--- src/rtl/ps2_scancode_sequencer.sv ---
// ps2_scancode_sequencer: folds PS/2 set-2 E0/F0 prefixes from the scan-code FIFO into key events
//
// Parameters:
//   EMIT_BREAKS     1: forward break events, 0: drop them silently
//   PREFIX_TIMEOUT  idle cycles a pending prefix survives before it is discarded as an error
//   TO_W            prefix timer width, must hold PREFIX_TIMEOUT
// Ports:
//   sys_clk_i     system clock
//   rst_n_i       asynchronous active-low reset
//   fifo_empty_i  scan-code FIFO empty flag
//   fifo_data_i   FIFO read data, valid the cycle after a pop
//   fifo_r_en_o   FIFO pop strobe
//   key_valid_o   event available, held until accepted
//   key_ready_i   consumer accepts when valid and ready
//   key_code_o    code byte without prefixes
//   key_ext_o     event carried an E0 prefix
//   key_break_o   event carried an F0 prefix
//   err_pulse_o   one-cycle pulse per protocol error or prefix timeout
//   err_count_o   saturating error count
module ps2_scancode_sequencer #(
  parameter bit EMIT_BREAKS    = 1'b0,
  parameter int PREFIX_TIMEOUT = 1_000_000,
  parameter int TO_W           = 20
) (
  input  logic       sys_clk_i,
  input  logic       rst_n_i,
  input  logic       fifo_empty_i,
  input  logic [7:0] fifo_data_i,
  output logic       fifo_r_en_o,
  output logic       key_valid_o,
  input  logic       key_ready_i,
  output logic [7:0] key_code_o,
  output logic       key_ext_o,
  output logic       key_break_o,
  output logic       err_pulse_o,
  output logic [7:0] err_count_o
);
  typedef enum logic [1:0] {IDLE, READ, HOLD} state_t;
  state_t state_q, state_d;
  logic ext_q, ext_d, brk_q, brk_d;
  logic [TO_W-1:0] timer_q, timer_d;
  logic [7:0] code_q, code_d;
  logic kext_q, kext_d, kbrk_q, kbrk_d;
  logic [7:0] err_q, err_d;
  logic expire, err_byte, drop_break;
  // a prefix only ages while it is pending; expiry takes priority over a pop
  assign expire     = (ext_q | brk_q) && timer_q == TO_W'(PREFIX_TIMEOUT - 1);
  assign err_byte   = fifo_data_i == 8'h00 || fifo_data_i == 8'hFF;
  assign drop_break = brk_q && !EMIT_BREAKS;
  always_ff @(posedge sys_clk_i or negedge rst_n_i) begin
    if (!rst_n_i) begin
      state_q <= IDLE;
      ext_q   <= 1'b0;
      brk_q   <= 1'b0;
      timer_q <= '0;
      code_q  <= 8'h00;
      kext_q  <= 1'b0;
      kbrk_q  <= 1'b0;
      err_q   <= 8'h00;
    end else begin
      state_q <= state_d;
      ext_q   <= ext_d;
      brk_q   <= brk_d;
      timer_q <= timer_d;
      code_q  <= code_d;
      kext_q  <= kext_d;
      kbrk_q  <= kbrk_d;
      err_q   <= err_d;
    end
  end
  always_comb begin
    state_d = state_q;
    ext_d   = ext_q;
    brk_d   = brk_q;
    timer_d = timer_q;
    code_d  = code_q;
    kext_d  = kext_q;
    kbrk_d  = kbrk_q;
    err_d   = (err_pulse_o && err_q != 8'hFF) ? err_q + 8'd1 : err_q;
    case (state_q)
      IDLE: begin
        if (expire) begin
          ext_d   = 1'b0;
          brk_d   = 1'b0;
          timer_d = '0;
        end else if (!fifo_empty_i) begin
          state_d = READ;
        end else if (ext_q | brk_q) begin
          timer_d = timer_q + TO_W'(1);
        end
      end
      READ: begin
        timer_d = '0;
        state_d = IDLE;
        if (fifo_data_i == 8'hE0) begin
          ext_d = 1'b1;
        end else if (fifo_data_i == 8'hF0) begin
          brk_d = 1'b1;
        end else begin
          ext_d = 1'b0;
          brk_d = 1'b0;
          if (!err_byte && !drop_break) begin
            code_d  = fifo_data_i;
            kext_d  = ext_q;
            kbrk_d  = brk_q;
            state_d = HOLD;
          end
        end
      end
      HOLD: state_d = key_ready_i ? IDLE : HOLD;
      default: state_d = IDLE;
    endcase
  end
  // pop is gated by reset so a non-empty FIFO cannot be popped while held in reset
  always_comb begin
    fifo_r_en_o = rst_n_i && state_q == IDLE && !expire && !fifo_empty_i;
    err_pulse_o = (state_q == IDLE && expire) || (state_q == READ && err_byte);
    key_valid_o = state_q == HOLD;
  end
  assign key_code_o  = code_q;
  assign key_ext_o   = kext_q;
  assign key_break_o = kbrk_q;
  assign err_count_o = err_q;
endmodule

--- config.mk ---
export PLATFORM = sky130hd
export DESIGN_NAME = ps2_scancode_sequencer
export DESIGN_NICKNAME = d
export VERILOG_FILES = /design/src/rtl/ps2_scancode_sequencer.sv
export SDC_FILE = /design/constraint.sdc
export NUM_CORES = 1
export LEC_CHECK = 0
export ABC_AREA = 1
export CAP_MARGIN = 10
export CORE_MARGIN = 5
export CORE_UTILIZATION = 45
export CTS_BUF_LIST = sky130_fd_sc_hd__clkbuf_8 sky130_fd_sc_hd__clkbuf_16
export CTS_CLUSTER_DIAMETER = 30
export DETAILED_ROUTE_END_ITERATION = 12
export PLACE_DENSITY = 0.74
export SYNTH_ARGS = -nofsm -noshare
export SYNTH_HDL_FRONTEND = slang
export SYNTH_SLANG_ARGS = --single-unit
--- constraint.sdc ---
create_clock -name sys_clk_i -period 2.2 [get_ports sys_clk_i]
set_input_delay 0.22 -clock sys_clk_i [delete_from_list [all_inputs] [get_ports sys_clk_i]]
set_output_delay 0.22 -clock sys_clk_i [all_outputs]
set_load 0.005 [all_outputs]
==> results of run 1 <==
## worst paths after layout
path	start	endpoint	depth (start not counted)
min in group sys_clk_i	fifo_data_i[4]	key_code_o[4]	3
min reg2reg	key_code_o[0]	key_code_o[0]	2
min	rst_n_i	key_ext_o	2
max	timer_q[15]	err_pulse_o	6
max reg2reg	err_count_o[0]	err_count_o[2]	7
max in group asynchronous	rst_n_i	timer_q[7]	2
## power breakdown
group	switching [mW]	leakage, nW	internal (mW)	total [mW]
registers	0.108	0.562	0.894	1.00
logic	0.407	0.787	0.340	0.747
clock network	0.277	0.0556	0.334	0.611
total	0.793	1.40	1.57	2.36
## stage by stage
stage / setup TNS, ps / hold slack (ps)
detailed placement: 0 / 345.8
global route: -17.27 / 38.24
floorplan: 0 / -75.59
finish: 0 / -5.724
CTS: 0 / 16.67
global placement: 0 / 335.9
## cell type report
cell class | instances | share of cell area, %
Multi-Input combinational cell | 261 | 42.40
Sequential cell | 42 | 33.95
Timing Repair Buffer | 45 | 13.35
Inverter | 32 | 3.862
Tap cell | 72 | 2.896
Clock buffer | 5 | 2.212
Clock inverter | 3 | 1.327
## registers in the layout, indices dropped and copies added, names as in the netlist
signal	flops
key_code_o	8
state_q	2
brk_q	1
ext_q	1
key_break_o	1
key_ext_o	1
err_count_o	8
timer_q	20
## repair_timing
item                       in CTS  in global routing
setup endpoints to repair       0                  2
gates resized for setup         0                 12
setup buffers                   0                  7
hold endpoints to repair        0                  0
## per-layer routing
layer | global-route usage [%] | up-vias | part of all wire [%]
li1 | - | 1171 | -
met1 | 21.45 | 1036 | 47
met2 | 27.40 | 45 | 47
met3 | 3.435 | 10 | 4.5
met4 | 5.324 | 0 | 1.3
met5 | 0 | - | 0
## cell families after synthesis
family | Yosys count
AOI/OAI and AO/OA | 37
xor gates and xnor gates | 15
adders and majority gates | 2
buffers and inverters | 36
DFF | 42
and+or+nand+nor | 207
## synth_stat cells (2+ instances only)
library cell              instances  share of area [%]
sky130_fd_sc_hd__ha_1             2                1.0
sky130_fd_sc_hd__o21ai_2         10                3.5
sky130_fd_sc_hd__buf_6            3                1.3
sky130_fd_sc_hd__nand3_2          2               0.80
sky130_fd_sc_hd__xor2_1           9                3.1
sky130_fd_sc_hd__nand4_1          3               0.75
sky130_fd_sc_hd__dfrtp_1         42                 42
sky130_fd_sc_hd__a21oi_1          3               0.60
sky130_fd_sc_hd__nor2_1          43                6.4
sky130_fd_sc_hd__nor2_2           4                1.0
sky130_fd_sc_hd__o21ai_1         11                2.2
sky130_fd_sc_hd__nand3_1         29                5.8
sky130_fd_sc_hd__inv_2            2               0.30
sky130_fd_sc_hd__nand2_4          4                1.8
sky130_fd_sc_hd__inv_1           30                4.5
sky130_fd_sc_hd__xnor2_1          6                2.1
sky130_fd_sc_hd__nand2_2          4                1.0
sky130_fd_sc_hd__o21ai_0          9                1.8
sky130_fd_sc_hd__nand2_1        113                 17
==> impl_summary.txt, run 1 <==
----------------------------------------------------
[CTS]
  Clk sinks ... 42
  Clock-pin slew reported for the worst setup and hold paths after clock tree synthesis ... 90 ps
  Largest buffer count on any clock path ... 2
  Inserted Clock Buffers ... 5
  Worst-skew pair later-pin latency ... 310 ps
  Number of buffers inserted by hold repair at cts ... 0
  CTS Root Cell ... sky130_fd_sc_hd__clkbuf_8
  Number of H-tree branching levels ... 2
  CTS tree ... yes

[Power]
  Final Power ... 2.360 mW
  Peak supply drop ... 0.0005012 V
  PD cells ... 758.8 nW/um^2
  Lkg Pwr ... 1.404 nW

[STA]
  Worst Skew ... 10.88 ps
  Final-report hold violation count ... 7
  Worst slew margin ... 64.01%
  Final critical-path required period ... 2125 ps
  Final hold slack ... -5.724 ps
  Final setup fails ... 0
  Fmax achieved ... 0.4706 GHz
  Final worst-path setup slack ... 75.21 ps
  Number of max-slew violations in the final report ... 0
  Final critical-path share of the clock period ... 96.58%
  Transition time at the pin with the least slew margin ... 539.9 ps

[Final layout]
  Share of cells above drive strength 1 ... 15.21%
  Final nets ... 401
  Core utilization of the finished layout ... 56.84%
  Area grow syn2layout ... 24.24%
  Register area ... 1056 sq um
  Post-route standard cell area excluding fillers ... 3110 sq um
  Post-route non-filler standard cell count ... 460
  Multi-input logic area ... 1319 sq um
  Fillcell total ... 507
  # diodes ... 0
  Most common cell after layout, fill and taps aside ... sky130_fd_sc_hd__nand2_1
  Most frequent cells in the layout ... 113 x sky130_fd_sc_hd__nand2_1, 40 x sky130_fd_sc_hd__nor2_1, 38 x sky130_fd_sc_hd__dfrtp_1

[Synth]
  Basic-gate share of the synthesized area counting and, or, nand and nor cells ... 36.08%
  Count of yosys warnings during synthesis ... 0
  Number of enable-type register cells in the synthesized netlist ... 0
  Compound-gate portion of the synthesized area ... 9.345%
  Synth Instances ... 339
  Share of synthesized cell area in full adder, half adder and majority cells ... 0.9995%
  Number of different library cells in the post-synthesis netlist ... 29
  Synth Flop Type ... sky130_fd_sc_hd__dfrtp_1
  Xor and xnor area share after synthesis ... 5.247%
  Cell area after synthesis ... 2504 sq um
  Combinational family with the most area after synthesis ... simple AND/OR/NAND/NOR gates
  Share of the yosys chip area belonging to registers ... 41.98%
  Synthesis-stage register bit count ... 42
  Ys async rst share ... 100.0%
  Synthesized Nets ... 353
  Mean post-synth cell area ... 7.385 sq um
  Multiplexer share of the synthesized area ... 0%

[Run]
  Max-cap violation count ... 0

[Placement]
  DP Area ... 2915 sq um
  Post-place setup slack ... 55.34 ps
  Final weighted congestion in routability-driven placement ... 0.8451
  Count of buffers inserted at the top-level ports ... 32
  Total half-perimeter wirelength after legalization and detailed placement ... 4130 um
  Placed insts ... 445

[Floorplanning]
  Area of the core region ... 5473 sq um
  DIE WIDTH ... 84.59 um
  Site Rows ... 27
  Initial Utilization ... 45.75%
  Ports placed on the boundary ... 33
  Die area ... 7155 sq um
  Die boundary height ... 84.59 um

[Detailed routing]
  Via count ... 2,262
  Post-detailed-route via-to-cell ratio ... 4.917
  Remaining antenna violation count after routing ... 0
  Detailed-router iteration count before antenna repair ... 4
  Remaining routing DRC violations ... 0
  Starting DRT DRC Count ... 84
  Average wire per cell in the routed design ... 12.44 um
  Total length of routed wires ... 5723 um

[GRT]
  Gr ovfl total ... 0
  Initial antenna violation count ... 0
  Pin count of the biggest net entering global routing ... 43
  Vias in the first global route ... 2,099
  First-pass GRT wire length ... 9735 um
  GRT Resource Usage Total ... 16.50%

[Worst setup path]
  Critical path's top delay family ... buffers and inverters
  CP Class ... flop to output port
  Required time at the endpoint of the critical path ... 1980 ps
  Largest driver fanout on the critical path ... 6
  FF-to-FF setup slack ... 570 ps
  Number of buffers and inverters on the critical path ... 2
  Critical Path, Cell by Cell ... inv_1 -> nand3_1 -> nor2_4 -> nand3_2 -> nand2_4 -> clkdlybuf4s50_1
  Data arrival time of the critical path ... 1900 ps
  Delay of the slowest cell on the worst path ... 500 ps
  CP startpoint kind ... flop
  Slowest-stage cell, CP ... sky130_fd_sc_hd__clkdlybuf4s50_1
  Worst setup EP type ... output port

[Outcome]
  Result of the run ... finished with violations
  Violated checks ... negative hold slack

[Min path]
  Worst Hold Class ... input pin to async pin

----------------------------------------------------
Note: power is estimated with default switching activity, not from simulation.
==> run 2, diff against run 1 <==
--- a/config.mk
+++ b/config.mk
@@ -7,10 +7,12 @@
 export LEC_CHECK = 0
 export ABC_AREA = 1
 export CAP_MARGIN = 10
+export CORE_ASPECT_RATIO = 0.5
 export CORE_MARGIN = 5
 export CORE_UTILIZATION = 45
 export CTS_BUF_LIST = sky130_fd_sc_hd__clkbuf_8 sky130_fd_sc_hd__clkbuf_16
 export CTS_CLUSTER_DIAMETER = 30
+export CTS_CLUSTER_SIZE = 10
 export DETAILED_ROUTE_END_ITERATION = 12
 export PLACE_DENSITY = 0.74
 export SYNTH_ARGS = -nofsm -noshare
==> run 2 against run 1 <==
Compared with the run above:
- the flow now finishes without violations
- routed wire length fell by 1.6%
- count of clock-buffer cells in the layout did not move
- clock power fell by 18%
- register-to-register slack barely moved
- die area rose by 1.3%
- sequential cell count did not move
- non-clock buffer count fell by 1
- hold slack improved by 9.0 ps
- maximum frequency rose by 0.27%
- critical path type unchanged
==> impl_summary.txt, run 2 (synthesized netlist as in run 1, its figures left out) <==
----------------------------------------------------
[STA]
  Final setup fails ... 0 (unchanged)
  Final critical-path share of the clock period ... 96.32% (-0.26 points)
  Fmax achieved ... 0.4719 GHz (+0.27%)
  Worst slew margin ... 64.89% (+0.88 points)
  Transition time at the pin with the least slew margin ... 526.7 ps (-13.23 ps)
  Total negative setup slack ... 0 ps (unchanged)
  Final-report hold violation count ... 0 (-7)
  Worst Skew ... 6.841 ps (-4.037 ps)
  Final critical-path required period ... 2119 ps (-5.668 ps)
  Number of max-slew violations in the final report ... 0 (unchanged)

[Detailed routing]
  Detailed-router iteration count before antenna repair ... 4 (unchanged)
  Post-detailed-route via-to-cell ratio ... 5.052 (+2.7%)
  Remaining routing DRC violations ... 0 (unchanged)
  Total length of routed wires ... 5633 um (-1.6%)
  Starting DRT DRC Count ... 179 (+110%)
  Remaining antenna violation count after routing ... 0 (unchanged)
  Average wire per cell in the routed design ... 12.25 um (-1.6%)
  Via count ... 2,324 (+2.7%)

[Placement]
  Count of buffers inserted at the top-level ports ... 32 (unchanged)
  Placed insts ... 446 (+0.22%)
  Total half-perimeter wirelength after legalization and detailed placement ... 4095 um (-0.84%)
  Final weighted congestion in routability-driven placement ... 0.8955 (+6.0%)
  DP Area ... 2917 sq um (about the same)

[Final layout]
  Most frequent cells in the layout ... 112 x sky130_fd_sc_hd__nand2_1, 39 x sky130_fd_sc_hd__nor2_1, 35 x sky130_fd_sc_hd__dfrtp_1
  Share of cells above drive strength 1 ... 17.31% (+2.1 points)
  Post-route non-filler standard cell count ... 460 (unchanged)
  Fillcell total ... 496 (-2.2%)
  Flip-flop count of the largest register after layout ... 20 (unchanged)
  Register with the most flip-flops ... timer_q
  Most common cell after layout, fill and taps aside ... sky130_fd_sc_hd__nand2_1
  Core utilization of the finished layout ... 57.04% (+0.21 points)
  # diodes ... 0 (unchanged)
  Final nets ... 400 (-0.25%)
  Area grow syn2layout ... 24.04%
  Post-route standard cell area excluding fillers ... 3105 sq um (-0.16%)

[Floorplanning]
  DIE WIDTH ... 115.5 um (+37%)
  Ports placed on the boundary ... 33 (unchanged)
  Site Rows ... 19 (-30%)
  Die area ... 7246 sq um (+1.3%)
  Die boundary height ... 62.75 um (-26%)
  Initial Utilization ... 45.99% (+0.24 points)
  Area of the core region ... 5444 sq um (-0.53%)

[Power]
  Final Power ... 2.242 mW (-5.0%)
  Switching share of power ... 34.88% (+1.3 points)
  Internal power summed over all cells ... 1.460 mW (-6.9%)
  Peak supply drop ... 0.0004782 V (-4.6%)
  Power dissipated by switching net loads ... 0.7819 mW (-1.3%)
  Lkg Pwr ... 1.390 nW (-0.97%)
  Share of power burned in the clock network ... 22.5% (-3.4 points)
  PD cells ... 721.8 nW/um^2 (-4.9%)
  Comb pwr share ... 32.7% (+1.1 points)
  Portion of total power attributed to sequential cells ... 44.8% (+2.3 points)

[Worst setup path]
  Worst r2r dst ... err_count_o[1]
  CP Class ... flop to output port
  Largest driver fanout on the critical path ... 5 (-1)
  CP startpoint kind ... flop
  Worst Reg2Reg Path Length in Cells ... 11 (+4)
  Data arrival time of the critical path ... 1900 ps (about the same)
  Launching instance or port of the critical path ... timer_q[0]
  FF-to-FF setup slack ... 570 ps (about the same)
  Critical Path Sink ... fifo_r_en_o
  Launch instance of the worst register-to-register path ... timer_q[7]
  Required time at the endpoint of the critical path ... 1980 ps (about the same)
  Worst setup EP type ... output port

[CTS]
  Number of H-tree branching levels ... 2 (unchanged)
  Largest buffer count on any clock path ... 2 (unchanged)
  Clock-pin slew reported for the worst setup and hold paths after clock tree synthesis ... 80 ps (about the same)
  Worst-skew pair later-pin latency ... 300 ps (about the same)
  Clk sinks ... 42 (unchanged)
  Inserted Clock Buffers ... 5 (unchanged)
  CTS Root Cell ... sky130_fd_sc_hd__clkbuf_8
  Number of buffers inserted by hold repair at cts ... 0 (unchanged)
  CTS tree ... yes

[GRT]
  GRT Resource Usage Total ... 16.09% (-0.41 points)
  Initial antenna violation count ... 0 (unchanged)
  Pin count of the biggest net entering global routing ... 43 (unchanged)
  Gr ovfl total ... 0 (unchanged)
  First-pass GRT wire length ... 9515 um (-2.3%)
  Vias in the first global route ... 2,115 (+0.76%)

[Outcome]
  Result of the run ... complete, no violations

[Run]
  Max-cap violation count ... 0 (unchanged)

[Min path]
  Worst Hold Class ... input pin to async pin

----------------------------------------------------
run 2: cell types whose count changed in the layout (fill, tap and decap cells not counted), sizes merged:
cell / change
buf: -1
bufinv: -1
clkinv: +2
inv: -1
run 2: power groups by stage:
stage	sequential, mW	clock, mW	combinational, mW
6_report	1.00	0.504	0.733
5_1_grt	1.02	0.556	0.823
4_1_cts	1.00	0.522	0.728
3_5_place_dp	1.01	0	0.722
3_3_place_gp	1.01	0	0.706
2_1_floorplan	1.00	0	0.431
run 2: worst min path at each step:
stage / slack, ps / startpoint / to
5_1_grt: 70 / rst_n_i / key_code_o[6]
2_1_floorplan: -80 / rst_n_i / brk_q
3_5_place_dp: 350 / rst_n_i / timer_q[19]
6_report: 3 / rst_n_i / timer_q[15]
3_3_place_gp: 340 / rst_n_i / timer_q[2]
4_1_cts: 30 / rst_n_i / timer_q[19]
run 2: worst max-delay path, stage by stage (launching register included):
cell and delay [ps]:
sky130_fd_sc_hd__dfrtp_2 400, sky130_fd_sc_hd__ha_2 220, sky130_fd_sc_hd__nand3_4 120, sky130_fd_sc_hd__nor2_2 170
sky130_fd_sc_hd__nand3_2 100, sky130_fd_sc_hd__nand2_2 110, sky130_fd_sc_hd__nor2_1 50, sky130_fd_sc_hd__clkdlybuf4s50_1 440
run 2: metrics by stage:
step	setup WS, ps	hold slack (ps)
final	80.88	3.248
after detailed placement	19.08	353.3
after CTS	9.466	30.97
after floorplan	637.3	-75.59
after global routing	-27.03	70.52
after global placement	31.22	338.5
run 2: area by class of cell:
type,count,area [sq um],area share (%)
Multi-Input combinational cell,261,1336,43.03
Tap cell,73,91.34,2.941
Inverter,32,120.1,3.868
Sequential cell,42,1060,34.13
Timing Repair Buffer,44,407.9,13.13
Clock inverter,3,21.27,0.6849
Clock buffer,5,68.82,2.216
run 2: what timing repair did:
| item | 4_1_cts | 5_1_grt |
|---|---|---|
| resized for setup | 3 | 18 |
| buffers inserted | 0 | 6 |
| setup endpoints to repair | 2 | 2 |
| pin swaps | 0 | 5 |
| gates cloned | 0 | 0 |
run 2: layer usage:
layer	track usage, %	part of all wire, %	vias to the layer above
met5	0	0	-
met4	4.392	1.8	0
met3	3.191	5.9	10
met2	26.80	49	63
met1	21.29	44	1084
li1	-	-	1167
==> run 3, diff against run 2 <==
--- a/config.mk
+++ b/config.mk
@@ -12,8 +12,8 @@
 export CORE_UTILIZATION = 45
 export CTS_BUF_LIST = sky130_fd_sc_hd__clkbuf_8 sky130_fd_sc_hd__clkbuf_16
 export CTS_CLUSTER_DIAMETER = 30
-export CTS_CLUSTER_SIZE = 10
 export DETAILED_ROUTE_END_ITERATION = 12
+export GPL_ROUTABILITY_DRIVEN = 1
 export PLACE_DENSITY = 0.74
 export SYNTH_ARGS = -nofsm -noshare
 export SYNTH_HDL_FRONTEND = slang
==> results of run 3 <==
No change in the layout: final DEF, timing and power equal those of run 2.
